### src/rtl/pc_seq_pkg.sv
// Shared constants and state encoding for the program-counter sequencer.
// Also used by the CPU top and benches so that reset/interrupt vectors agree.
package pc_seq_pkg;

    localparam int          PC_WIDTH     = 16;
    localparam logic [15:0] PC_RESET_VEC = 16'h0000;
    localparam logic [15:0] PC_IRQ_VEC   = 16'h0010;

    typedef enum logic [1:0] {
        S_BOOT  = 2'd0,
        S_FETCH = 2'd1,
        S_HALT  = 2'd2
    } pc_state_e;

endpackage

### src/rtl/pc_seq_if.sv
// Bundle between the sequencer, the loadable counter, the fetch port and the
// jump/halt/interrupt sources. The sequencer takes the master side.
// Optional macro PC_SEQ_IRQ_EN adds the irq/irq_ack pair.
interface pc_seq_if import pc_seq_pkg::*; #(
    parameter int WIDTH = PC_WIDTH
);
    // counter side
    logic [WIDTH-1:0] cnt_out;
    logic [WIDTH-1:0] cnt_data;
    logic             cnt_write;
    // fetch handshake
    logic             fetch_req;
    logic [WIDTH-1:0] fetch_addr;
    logic             fetch_ack;
    // jump handshake
    logic             jmp_valid;
    logic [WIDTH-1:0] jmp_target;
    logic             jmp_ready;
    // halt control
    logic             halt;
    logic             halted;
`ifdef PC_SEQ_IRQ_EN
    logic             irq;
    logic             irq_ack;
`endif

    modport master (
        input  cnt_out,
        output cnt_data, cnt_write,
        output fetch_req, fetch_addr,
        input  fetch_ack,
        input  jmp_valid, jmp_target,
        output jmp_ready,
        input  halt,
        output halted
`ifdef PC_SEQ_IRQ_EN
        , input  irq
        , output irq_ack
`endif
    );

    modport slave (
        output cnt_out,
        input  cnt_data, cnt_write,
        input  fetch_req, fetch_addr,
        output fetch_ack,
        output jmp_valid, jmp_target,
        input  jmp_ready,
        output halt,
        input  halted
`ifdef PC_SEQ_IRQ_EN
        , output irq
        , input  irq_ack
`endif
    );

endinterface

### src/rtl/pc_sequencer_irq_pending_latch.sv
// Interrupt pending flag: set by a request pulse, cleared when the
// sequencer acknowledges. A new request arriving in the acknowledge
// cycle wins so that it is not dropped.
module irq_pending_latch (
    input  logic clk,
    input  logic rst_n,
    input  logic set,
    input  logic clr,
    output logic pending
);

    // Set-wins flag, cleared by reset.
    always_ff @(posedge clk or negedge rst_n) begin
        if (!rst_n)   pending <= 1'b0;
        else if (set) pending <= 1'b1;
        else if (clr) pending <= 1'b0;
    end

endmodule

### src/rtl/pc_sequencer.sv
// Program-counter sequencer. Drives the loadable counter's data/write every
// cycle and paces instruction fetch through fetch_req/fetch_ack.
// Next counter value priority: boot vector > interrupt > jump > hold > increment.
// Optional macro PC_SEQ_IRQ_EN enables the interrupt path.
module pc_sequencer import pc_seq_pkg::*; #(
    parameter int               WIDTH     = PC_WIDTH,
    parameter logic [WIDTH-1:0] RESET_VEC = WIDTH'(PC_RESET_VEC),
    parameter logic [WIDTH-1:0] IRQ_VEC   = WIDTH'(PC_IRQ_VEC)
) (
    input logic      clk,
    input logic      rst_n,
    pc_seq_if.master bus
);

    pc_state_e        state;
    logic             take_irq;
    logic [WIDTH-1:0] cnt_data_c;
    logic             cnt_write_c;
    logic             fetch_req_c;
    logic             jmp_ready_c;
    logic             irq_ack_c;
    logic             halted_c;

`ifdef PC_SEQ_IRQ_EN
    logic irq_pend;

    irq_pending_latch u_irq_pend (
        .clk     (clk),
        .rst_n   (rst_n),
        .set     (bus.irq),
        .clr     (irq_ack_c),
        .pending (irq_pend)
    );

    // An interrupt is taken on a fetch advance, or straight out of halt.
    assign take_irq = irq_pend &&
                      ((state == S_FETCH && bus.fetch_ack) || state == S_HALT);
    assign bus.irq_ack = irq_ack_c;
`else
    logic [WIDTH-1:0] irq_vec_unused;

    assign take_irq       = 1'b0;
    assign irq_vec_unused = IRQ_VEC;
`endif

    // Next-value select and handshake outputs; the counter itself is the
    // register stage, so these stay combinational. While in reset the state
    // is forced to S_BOOT, which yields the reset output values.
    always_comb begin
        cnt_write_c = 1'b1;
        cnt_data_c  = bus.cnt_out;
        fetch_req_c = 1'b0;
        jmp_ready_c = 1'b0;
        irq_ack_c   = 1'b0;
        halted_c    = 1'b0;
        case (state)
            S_BOOT: cnt_data_c = RESET_VEC;
            S_FETCH: begin
                fetch_req_c = 1'b1;
                // Without an ack the counter holds and any jump stays pending.
                if (bus.fetch_ack) begin
                    if (take_irq) begin
                        cnt_data_c = IRQ_VEC;
                        irq_ack_c  = 1'b1;
                    end else if (bus.jmp_valid) begin
                        cnt_data_c  = bus.jmp_target;
                        jmp_ready_c = 1'b1;
                    end else begin
                        cnt_write_c = 1'b0;
                    end
                end
            end
            S_HALT: begin
                halted_c = 1'b1;
                if (take_irq) begin
                    cnt_data_c = IRQ_VEC;
                    irq_ack_c  = 1'b1;
                end
            end
            default: cnt_data_c = RESET_VEC;
        endcase
    end

    assign bus.cnt_data   = cnt_data_c;
    assign bus.cnt_write  = cnt_write_c;
    assign bus.fetch_req  = fetch_req_c;
    assign bus.fetch_addr = bus.cnt_out;
    assign bus.jmp_ready  = jmp_ready_c;
    assign bus.halted     = halted_c;

    // Sequencer state: one boot cycle, then fetch; halt is entered only on an
    // advance so the in-flight fetch always completes first.
    always_ff @(posedge clk or negedge rst_n) begin
        if (!rst_n) begin
            state <= S_BOOT;
        end else begin
            case (state)
                S_BOOT:  state <= S_FETCH;
                S_FETCH: if (bus.fetch_ack && bus.halt) state <= S_HALT;
                S_HALT:  if (!bus.halt || take_irq)     state <= S_FETCH;
                default: state <= S_BOOT;
            endcase
        end
    end

endmodule

### src/flat_wrapper.sv
// flat-port wrapper written by rule: the top's interface ports become plain ports
module pc_sequencer_flat import pc_seq_pkg::*;
#(
    parameter int               WIDTH     = PC_WIDTH,
    parameter logic [WIDTH-1:0] RESET_VEC = WIDTH'(PC_RESET_VEC),
    parameter logic [WIDTH-1:0] IRQ_VEC   = WIDTH'(PC_IRQ_VEC)
)
  (clk, rst_n, bus_cnt_out, bus_cnt_data, bus_cnt_write, bus_fetch_req, bus_fetch_addr, bus_fetch_ack, bus_jmp_valid, bus_jmp_target, bus_jmp_ready, bus_halt, bus_halted);
  pc_seq_if #(.WIDTH(WIDTH)) bus_i ();
  input logic clk;
  input logic rst_n;
  input wire logic [$bits(bus_i.cnt_out)-1:0] bus_cnt_out;
  output wire logic [$bits(bus_i.cnt_data)-1:0] bus_cnt_data;
  output wire logic [$bits(bus_i.cnt_write)-1:0] bus_cnt_write;
  output wire logic [$bits(bus_i.fetch_req)-1:0] bus_fetch_req;
  output wire logic [$bits(bus_i.fetch_addr)-1:0] bus_fetch_addr;
  input wire logic [$bits(bus_i.fetch_ack)-1:0] bus_fetch_ack;
  input wire logic [$bits(bus_i.jmp_valid)-1:0] bus_jmp_valid;
  input wire logic [$bits(bus_i.jmp_target)-1:0] bus_jmp_target;
  output wire logic [$bits(bus_i.jmp_ready)-1:0] bus_jmp_ready;
  input wire logic [$bits(bus_i.halt)-1:0] bus_halt;
  output wire logic [$bits(bus_i.halted)-1:0] bus_halted;
  assign bus_i.cnt_out = bus_cnt_out;
  assign bus_cnt_data = bus_i.cnt_data;
  assign bus_cnt_write = bus_i.cnt_write;
  assign bus_fetch_req = bus_i.fetch_req;
  assign bus_fetch_addr = bus_i.fetch_addr;
  assign bus_i.fetch_ack = bus_fetch_ack;
  assign bus_i.jmp_valid = bus_jmp_valid;
  assign bus_i.jmp_target = bus_jmp_target;
  assign bus_jmp_ready = bus_i.jmp_ready;
  assign bus_i.halt = bus_halt;
  assign bus_halted = bus_i.halted;
  pc_sequencer #(.WIDTH(WIDTH), .RESET_VEC(RESET_VEC), .IRQ_VEC(IRQ_VEC)) u_core (.clk(clk), .rst_n(rst_n), .bus(bus_i));
endmodule
### config.mk
export PLATFORM = sky130hd
export DESIGN_NAME = pc_sequencer_flat
export DESIGN_NICKNAME = d
export VERILOG_FILES = /design/src/rtl/pc_seq_pkg.sv /design/src/rtl/pc_seq_if.sv /design/src/rtl/pc_sequencer_irq_pending_latch.sv /design/src/rtl/pc_sequencer.sv /design/src/flat_wrapper.sv
export SDC_FILE = /design/constraint.sdc
export NUM_CORES = 1
export LEC_CHECK = 0
export BUFFER_PORTS_ARGS = -buffer_cell sky130_fd_sc_hd__buf_2
export CAP_MARGIN = 20
export CORE_MARGIN = 4
export CORE_UTILIZATION = 38
export CTS_CLUSTER_DIAMETER = 100
export DETAILED_ROUTE_END_ITERATION = 12
export GPL_TIMING_DRIVEN = 0
export HOLD_SLACK_MARGIN = 0.02
export PLACE_DENSITY = 0.8
export SLEW_MARGIN = 15
export SYNTH_ARGS = -nofsm -noshare
export SYNTH_HDL_FRONTEND = slang
export SYNTH_SLANG_ARGS = --single-unit
### constraint.sdc
create_clock -name clk -period 1.7 [get_ports clk]
set_input_delay 0.255 -clock clk [delete_from_list [all_inputs] [get_ports clk]]
set_output_delay 0.255 -clock clk [all_outputs]
set_load 0.005 [all_outputs]
==> impl_summary.log, run 1 <==
INFO  metric status = finished, violations left
INFO  metric violations = setup timing
INFO  metric placement.io_buffers = 72
INFO  metric timing_worst_setup_path_type = flop to output pin
INFO  metric drc_errors = 0
INFO  metric route.vias.total = 1174
INFO  metric setup.worst_path.start_class = flop
INFO  metric design_area = 0.00158 sq mm
INFO  metric worst_slew_margin_rel = 0.784
INFO  metric largest_register_ffs = 2
INFO  metric drt-total-wl = 3.30 mm
INFO  metric power.density_cell_area = 1500 mW/mm^2
INFO  metric worst_slew_pin_slew = 0.323 ns
INFO  metric drt-initial-drc-count = 26
INFO  metric grt_use_total = 0.206
INFO  metric grt_max_degree = 11
INFO  metric worst_r2r_endpoint = u_core.state[1]
INFO  metric fmax = 541 MHz
INFO  metric synth_largest_type_area_fraction = 0.145
INFO  metric share_seq_of_total_power = 0.046
INFO  metric pre_cts_ws = -0.115 ns
INFO  metric critPathArrivalTime = 1.59 ns
INFO  metric area_delta_synth_final = 90.2%
INFO  metric cp_max_fo = 5
INFO  metric vias_in_the_first_global_route = 1015
INFO  metric setup_viol_count_final = 16
INFO  metric avgSynthCellArea = 7.55 sq um
INFO  metric layout_top_registers = u_core.state x2
INFO  metric routed_wire_length_per_instance = 14.4 microns
INFO  metric switching_share = 0.426
INFO  metric drive_gt1_frac = 0.719
INFO  metric cts_inserted_buffers = 3
INFO  metric rows = 16
INFO  metric comb_power_share = 0.911
INFO  metric power_leakage = 0.766 nW
INFO  metric die_height = 54.8 microns
INFO  metric synth.top_cells.by_count = nand3_1, nand2_1, a31oi_1, buf_4, nand3_2
INFO  metric insertion_delay = 0.22 ns
INFO  metric place_inst = 209
INFO  metric power_report.internal_total = 1.36 mW
INFO  metric r2r_slack = 0.19 ns
INFO  metric avgViaCountPerCell = 5.10
INFO  metric finalCritPeriodShare = 1.09
INFO  metric timing.critical_path.cells = inv_2 > ha_4 > buf_12 > buf_8 > nand3_1 > a31oi_1 > buf_2
INFO  metric drt-pass1-iter-count = 4
INFO  metric clkPwrFrac = 0.043
INFO  metric dieWidth = 54.8 microns
INFO  metric synth_enable_flop_cells = 0
INFO  metric vdd.ir_drop.worst = 0.00122 V
INFO  metric hpwl = 2.17 mm
INFO  metric finalNonFillerCells = 230
INFO  metric global_route.overflow_total = 0
INFO  metric worst_r2r_path_depth = 6
INFO  metric antenna_cells_inserted = 0
INFO  metric synth.most_common_cell = nand3_1
INFO  metric netlist_instances = 110
INFO  metric layout_min_cycle_time = 1.85 ns
INFO  metric place_congestion = 0.780
INFO  metric floorplan.core_area = 0.00202 sq mm
INFO  metric ctsHtreeMaxLevel = 1
INFO  metric synth.cell_area = 831 sq um
INFO  metric ys_seq_elements = 2
INFO  metric grt_antenna_before_repair = 0
INFO  metric total_cell_area_at_the_placement_stage = 0.00122 sq mm
INFO  metric ioPinCount = 73
INFO  metric dieArea = 0.00300 sq mm
INFO  metric final_critical_path_setup_slack = -0.147 ns
INFO  metric cp-end-kind = output pin
INFO  metric reg2reg_from = u_core.state[1]
INFO  metric synth.lib_cells_used.distinct = 21
INFO  metric synth.top_cells.by_area = buf_4, nand3_1, a31oi_1, nand3_2, clkbuf_8
INFO  metric postSynthNetCount = 153
INFO  metric synth_flop_cell = dfrtp_1
INFO  metric holdCritPathClass = primary input to async pin
INFO  metric worst-endpoint-required = 1.44 ns
INFO  metric cts.sinks = 2
INFO  metric synth_largest_area_cell = buf_4
INFO  metric cts_tree = built
INFO  metric async_reset_ff_frac = 1.00
INFO  metric max_cap_viol_count = 0
INFO  metric fill_count = 143
INFO  metric worst_clk_skew = 0.00212 ns
INFO  metric clk_pin_slew_worst_paths = 0.03 ns
INFO  metric critical_path_slowest_stage_cell = dfrtp_1
INFO  metric initial_core_util = 0.411
INFO  metric final-max-slew-violation-count = 0
INFO  metric delay_contributed_by_the_slowest_stage_of_the_critical_path = 0.39 ns
INFO  metric yosysWarnings = 0
INFO  metric grt_pass1_wl = 4.51 mm
INFO  metric p_sw = 1.01 mW
INFO  metric largest-register = u_core.state
INFO  metric timing_hold_violations_final = 0
INFO  metric rsz0062_at_grt = yes
INFO  metric clk_root_buffer_cell = clkbuf_4
INFO  metric design.final.nets = 248
INFO  metric clk_path_buf_depth = 2
INFO  metric synth.yosys.seq_area_share = 0.0602
INFO  metric antenna_violating_nets_post_route = 0
[worst max-delay path: cells and delay by family (launching register included)]
kind                     cells  cell delay [ns]
adder cells (fa/ha/maj)      1             0.16
AO/OA/AOI/OAI                1             0.24
buffers and inverters        4             0.52
flip-flops                   1             0.39
AND/OR/NAND/NOR              1             0.07
[power groups by stage]
stage          clock, mW  combinational [mW]  sequential (mW)
5_1_grt            0.114                2.30            0.114
6_report           0.102                2.16            0.109
3_5_place_dp           0                1.24            0.101
3_3_place_gp           0                1.21           0.0983
4_1_cts            0.107                1.88            0.108
2_1_floorplan          0               0.833           0.0944
[repair_timing]
item / CTS / global route
endpoints found under the hold margin: 2 / 0
resized for setup: 22 / 15
pin swaps: 11 / 11
buffers inserted: 9 / 6
endpoints found under the setup margin: 18 / 17
hold buffers: 1 / 0
gates cloned: 4 / 0
[kinds of logic (layout without fill, tap and decap cells)]
kind of cell	after synthesis	in the layout	synth area share
fa+ha+maj	6	6	0.0904
buf+inv	29	122	0.318
flops	2	2	0.0602
simple gates	53	53	0.366
mux	2	2	0.0256
compound gates	18	18	0.140
[worst max path at each step]
stage	start	to
2_1_floorplan	u_core.state[0]	bus_cnt_data[0]
3_3_place_gp	u_core.state[0]	bus_cnt_data[0]
3_5_place_dp	u_core.state[0]	bus_cnt_data[15]
4_1_cts	u_core.state[1]	bus_cnt_data[1]
5_1_grt	u_core.state[1]	bus_cnt_data[6]
6_report	u_core.state[1]	bus_cnt_data[6]
[layer usage]
layer / GRT usage / vias to the layer above / share of wire
met5: 0 / - / 0
met4: 0.0871 / 0 / 0.011
met3: 0.0191 / 4 / 0.097
met2: 0.380 / 65 / 0.52
met1: 0.237 / 543 / 0.37
li1: - / 562 / -
[cells in the final DEF (no fill, tap or decap), drive strengths merged]
master and n:
a22o 1, a31oi 16, and2 1, and3 1, buf 111, clkbuf 7
dfrtp 2, dlygate4sd3 1, ha 6, inv 3, mux2 1, mux2i 1
nand2 18, nand3 32, nand3b 1, o21bai 1
[through the flow]
step                 util  power [mW]  hold slack [ns]  TNS, ns
finish              0.782        2.37            0.344   -0.711
global route        0.782        2.53            0.346    -1.85
CTS                 0.732        2.10            0.339   -0.591
detailed placement  0.606        1.35           0.0410   -0.903
global placement    0.606        1.30           0.0388   -0.718
floorplan               -       0.928          -0.0406        0
[layout make-up]
cell class | count | area [sq um] | share of cell area
Multi-Input combinational cell | 79 | 616 | 0.390
Timing Repair Buffer | 92 | 587 | 0.371
Buffer | 24 | 251 | 0.159
Sequential cell | 2 | 51.3 | 0.0325
Tap cell | 27 | 33.8 | 0.0214
Clock buffer | 3 | 22.5 | 0.0143
Inverter | 3 | 18.8 | 0.0119
No activity file was read; power rests on OpenSTA's default activity.
==> run 2, diff against run 1 <==
--- a/config.mk
+++ b/config.mk
@@ -15,3 +15,3 @@
 export HOLD_SLACK_MARGIN = 0.02
-export PLACE_DENSITY = 0.8
+export PLACE_DENSITY_LB_ADDON = 0.08
 export SLEW_MARGIN = 15
==> constraint.sdc (replaced) <==
create_clock -name clk -period 1.7 [get_ports clk]
set_input_delay 0.17 -clock clk [delete_from_list [all_inputs] [get_ports clk]]
set_output_delay 0.17 -clock clk [all_outputs]
set_load 0.005 [all_outputs]
==> run 2 against run 1 <==
- the flow now finishes without violations
- via count down 6.1%
- sequential power decreased by 4%
- fmax rose by 11%
- worst setup slack improved by 0.18 ns
- flip-flop and latch count did not move
- register-to-register slack got worse by 0.02 ns
- critical path type unchanged
- hold slack lost 0.055 ns
- critical endpoint is now bus_cnt_data[2]
- combinational power down 4%
- critical path depth is 1 lower
- wire length shrank 16%
- final cell count down 1.3%
- final area fell by 2.9%
==> impl_summary.log, run 2 (synthesis results as in run 1) <==
INFO  metric status = finished clean
INFO  metric worst_slew_pin_slew = 0.264 ns (-0.0597 ns)
INFO  metric drive_gt1_frac = 0.690 (-0.0292)
INFO  metric reg2reg_from = u_core.state[0]
INFO  metric routed_wire_length_per_instance = 12.3 microns (-14%)
INFO  metric setup.worst_path.start_class = flop
INFO  metric power.density_cell_area = 1490 mW/mm^2 (-1.0%)
INFO  metric timing_worst_setup_path_type = flop to output pin
INFO  metric power_leakage = 0.759 nW (-0.88%)
INFO  metric rsz0062_at_grt = yes
INFO  metric fmax = 601 MHz (+11%)
INFO  metric grt_use_total = 0.169 (-0.0370)
INFO  metric cp-end-kind = output pin
INFO  metric cts_inserted_buffers = 3 (unchanged)
INFO  metric postLayoutCoreUtil = 0.759 (-0.0229)
INFO  metric die_height = 54.8 microns (unchanged)
INFO  metric mostFrequentLayoutCell = buf_2
INFO  metric finalNonFillerCells = 227 (-1.3%)
INFO  metric total_cell_area_at_the_placement_stage = 0.00122 sq mm (unchanged)
INFO  metric dieWidth = 54.8 microns (unchanged)
INFO  metric cts.sinks = 2 (unchanged)
INFO  metric setup_viol_count_final = 0 (-16)
INFO  metric largest-register = u_core.state
INFO  metric antenna_cells_inserted = 0 (unchanged)
INFO  metric place_inst = 209 (unchanged)
INFO  metric largest_register_ffs = 2 (unchanged)
INFO  metric fill_count = 167 (+17%)
INFO  metric initial_core_util = 0.411 (unchanged)
INFO  metric worst_r2r_path_depth = 5 (-1)
INFO  metric floorplan.core_area = 0.00202 sq mm (unchanged)
INFO  metric drt-initial-drc-count = 15 (-42%)
INFO  metric placement.io_buffers = 72 (unchanged)
INFO  metric hpwl = 2.02 mm (-6.7%)
INFO  metric area_delta_synth_final = 84.6%
INFO  metric critPathArrivalTime = 1.49 ns (-0.10 ns)
INFO  metric worst_r2r_endpoint = u_core.state[1]
INFO  metric routed-wl-met2 = 1.38 mm (-20%)
INFO  metric global_route.overflow_total = 0 (unchanged)
INFO  metric worst-endpoint-required = 1.53 ns (+0.09 ns)
INFO  metric timing_hold_violations_final = 0 (unchanged)
INFO  metric drt-pass1-iter-count = 6 (+2)
INFO  metric design_area = 0.00153 sq mm (-2.9%)
INFO  metric drt-total-wl = 2.79 mm (-16%)
INFO  metric layout_common_cells = buf_2, buf_4, nand3_1, nand2_1, a31oi_1
INFO  metric antenna_violating_nets_post_route = 0 (unchanged)
INFO  metric met1_routed_length = 1.07 mm (-12%)
INFO  metric grt_antenna_before_repair = 0 (unchanged)
INFO  metric grt_max_degree = 11 (unchanged)
INFO  metric clk_root_buffer_cell = clkbuf_4
INFO  metric cts_tree = built
INFO  metric place_congestion = 0.669 (-14%)
INFO  metric ioPinCount = 73 (unchanged)
INFO  metric hold_ws = 0.289 ns (-0.0554 ns)
INFO  metric multi_input_area = 566 sq um (-8.1%)
INFO  metric cp_max_fo = 6 (+1)
INFO  metric final_critical_path_setup_slack = 0.0370 ns (+0.184 ns)
INFO  metric clk_pin_slew_worst_paths = 0.03 ns (about the same)
INFO  metric worst_clk_skew = 0.00254 ns (+0.000425 ns)
INFO  metric vias_in_the_first_global_route = 969 (-4.5%)
INFO  metric layout_top_registers = u_core.state x2
INFO  metric grt_pass1_wl = 3.82 mm (-15%)
INFO  metric ctsHtreeMaxLevel = 1 (unchanged)
INFO  metric p_total = 2.28 mW (-3.9%)
INFO  metric sequential_cell_area = 51.3 sq um (unchanged)
INFO  metric final-max-slew-violation-count = 0 (unchanged)
INFO  metric clk_path_buf_depth = 2 (unchanged)
INFO  metric holdCritPathClass = primary input to async pin
INFO  metric max_cap_viol_count = 0 (unchanged)
INFO  metric worst_slew_margin_rel = 0.824 (+0.0399)
INFO  metric pre_cts_ws = -0.0365 ns (+0.0784 ns)
INFO  metric avgViaCountPerCell = 4.85 (-4.9%)
INFO  metric vdd.ir_drop.worst = 0.00108 V (-12%)
INFO  metric dieArea = 0.00300 sq mm (unchanged)
INFO  metric routed.top_layer = met4
INFO  metric length_of_routed_met3_wiring = 286 microns (-11%)
INFO  metric route.vias.total = 1102 (-6.1%)
INFO  metric rows = 16 (unchanged)
INFO  metric finalCritPeriodShare = 0.978 (-0.108)
INFO  metric design.final.nets = 245 (-1.2%)
INFO  metric layout_min_cycle_time = 1.66 ns (-0.184 ns)
INFO  metric insertion_delay = 0.22 ns (about the same)
INFO  metric finalSetupTns = 0 ns (+0.711 ns)
INFO  metric drc_errors = 0 (unchanged)
INFO  metric r2r_slack = 0.17 ns (-0.02 ns)
## run 2: cell count changes in the layout (fill, tap and decap cells not counted), sizes merged
cell and delta:
clkbuf +3, buf -6
## run 2: worst max-delay path by stage
| stage | startpoint | endpoint | cells past startpoint |
|---|---|---|---|
| 3_5_place_dp | u_core.state[0] | bus_cnt_data[9] | 7 |
| 6_report | u_core.state[0] | bus_cnt_data[2] | 6 |
| 5_1_grt | u_core.state[1] | bus_cnt_data[9] | 7 |
| 2_1_floorplan | u_core.state[0] | bus_cnt_data[0] | 6 |
| 4_1_cts | u_core.state[1] | bus_cnt_data[6] | 7 |
| 3_3_place_gp | u_core.state[0] | bus_cnt_data[14] | 7 |
## run 2: report_power, final
part           total [mW]  internal (mW)  switching [mW]
combinational        2.07           1.22           0.850
clock               0.102         0.0777          0.0248
sequential          0.105         0.0751          0.0301
total                2.28           1.37           0.905
## run 2: critical path: stages (launching register included)
cell and delay (ns):
dfrtp_2 0.41, inv_2 0.10, ha_4 0.31, inv_8 0.05, clkbuf_16 0.14, a31oi_1 0.13, buf_2 0.13
## run 2: timing repair
action                                  CTS  global route
cloned                                    0             5
setup buffers                             6             4
resized for setup                         9            12
endpoints found under the setup margin   17            16
pin swaps                                 0            15
hold buffers                              1             0
hold endpoints to repair                  2             0
## run 2: final cells by class
type / count / area share
plain buffers: 25 / 0.184
flip-flops and latches: 2 / 0.0334
multi-input cells: 79 / 0.369
repair buffers: 88 / 0.365
inverters: 3 / 0.0122
well taps: 27 / 0.0220
clock buffers: 3 / 0.0147
## run 2: layer usage
metal | track usage | vias to the layer above
met2 | 0.317 | 51
met3 | 0.0272 | 4
li1 | - | 561
met1 | 0.179 | 486
met4 | 0.0830 | 0
met5 | 0 | -
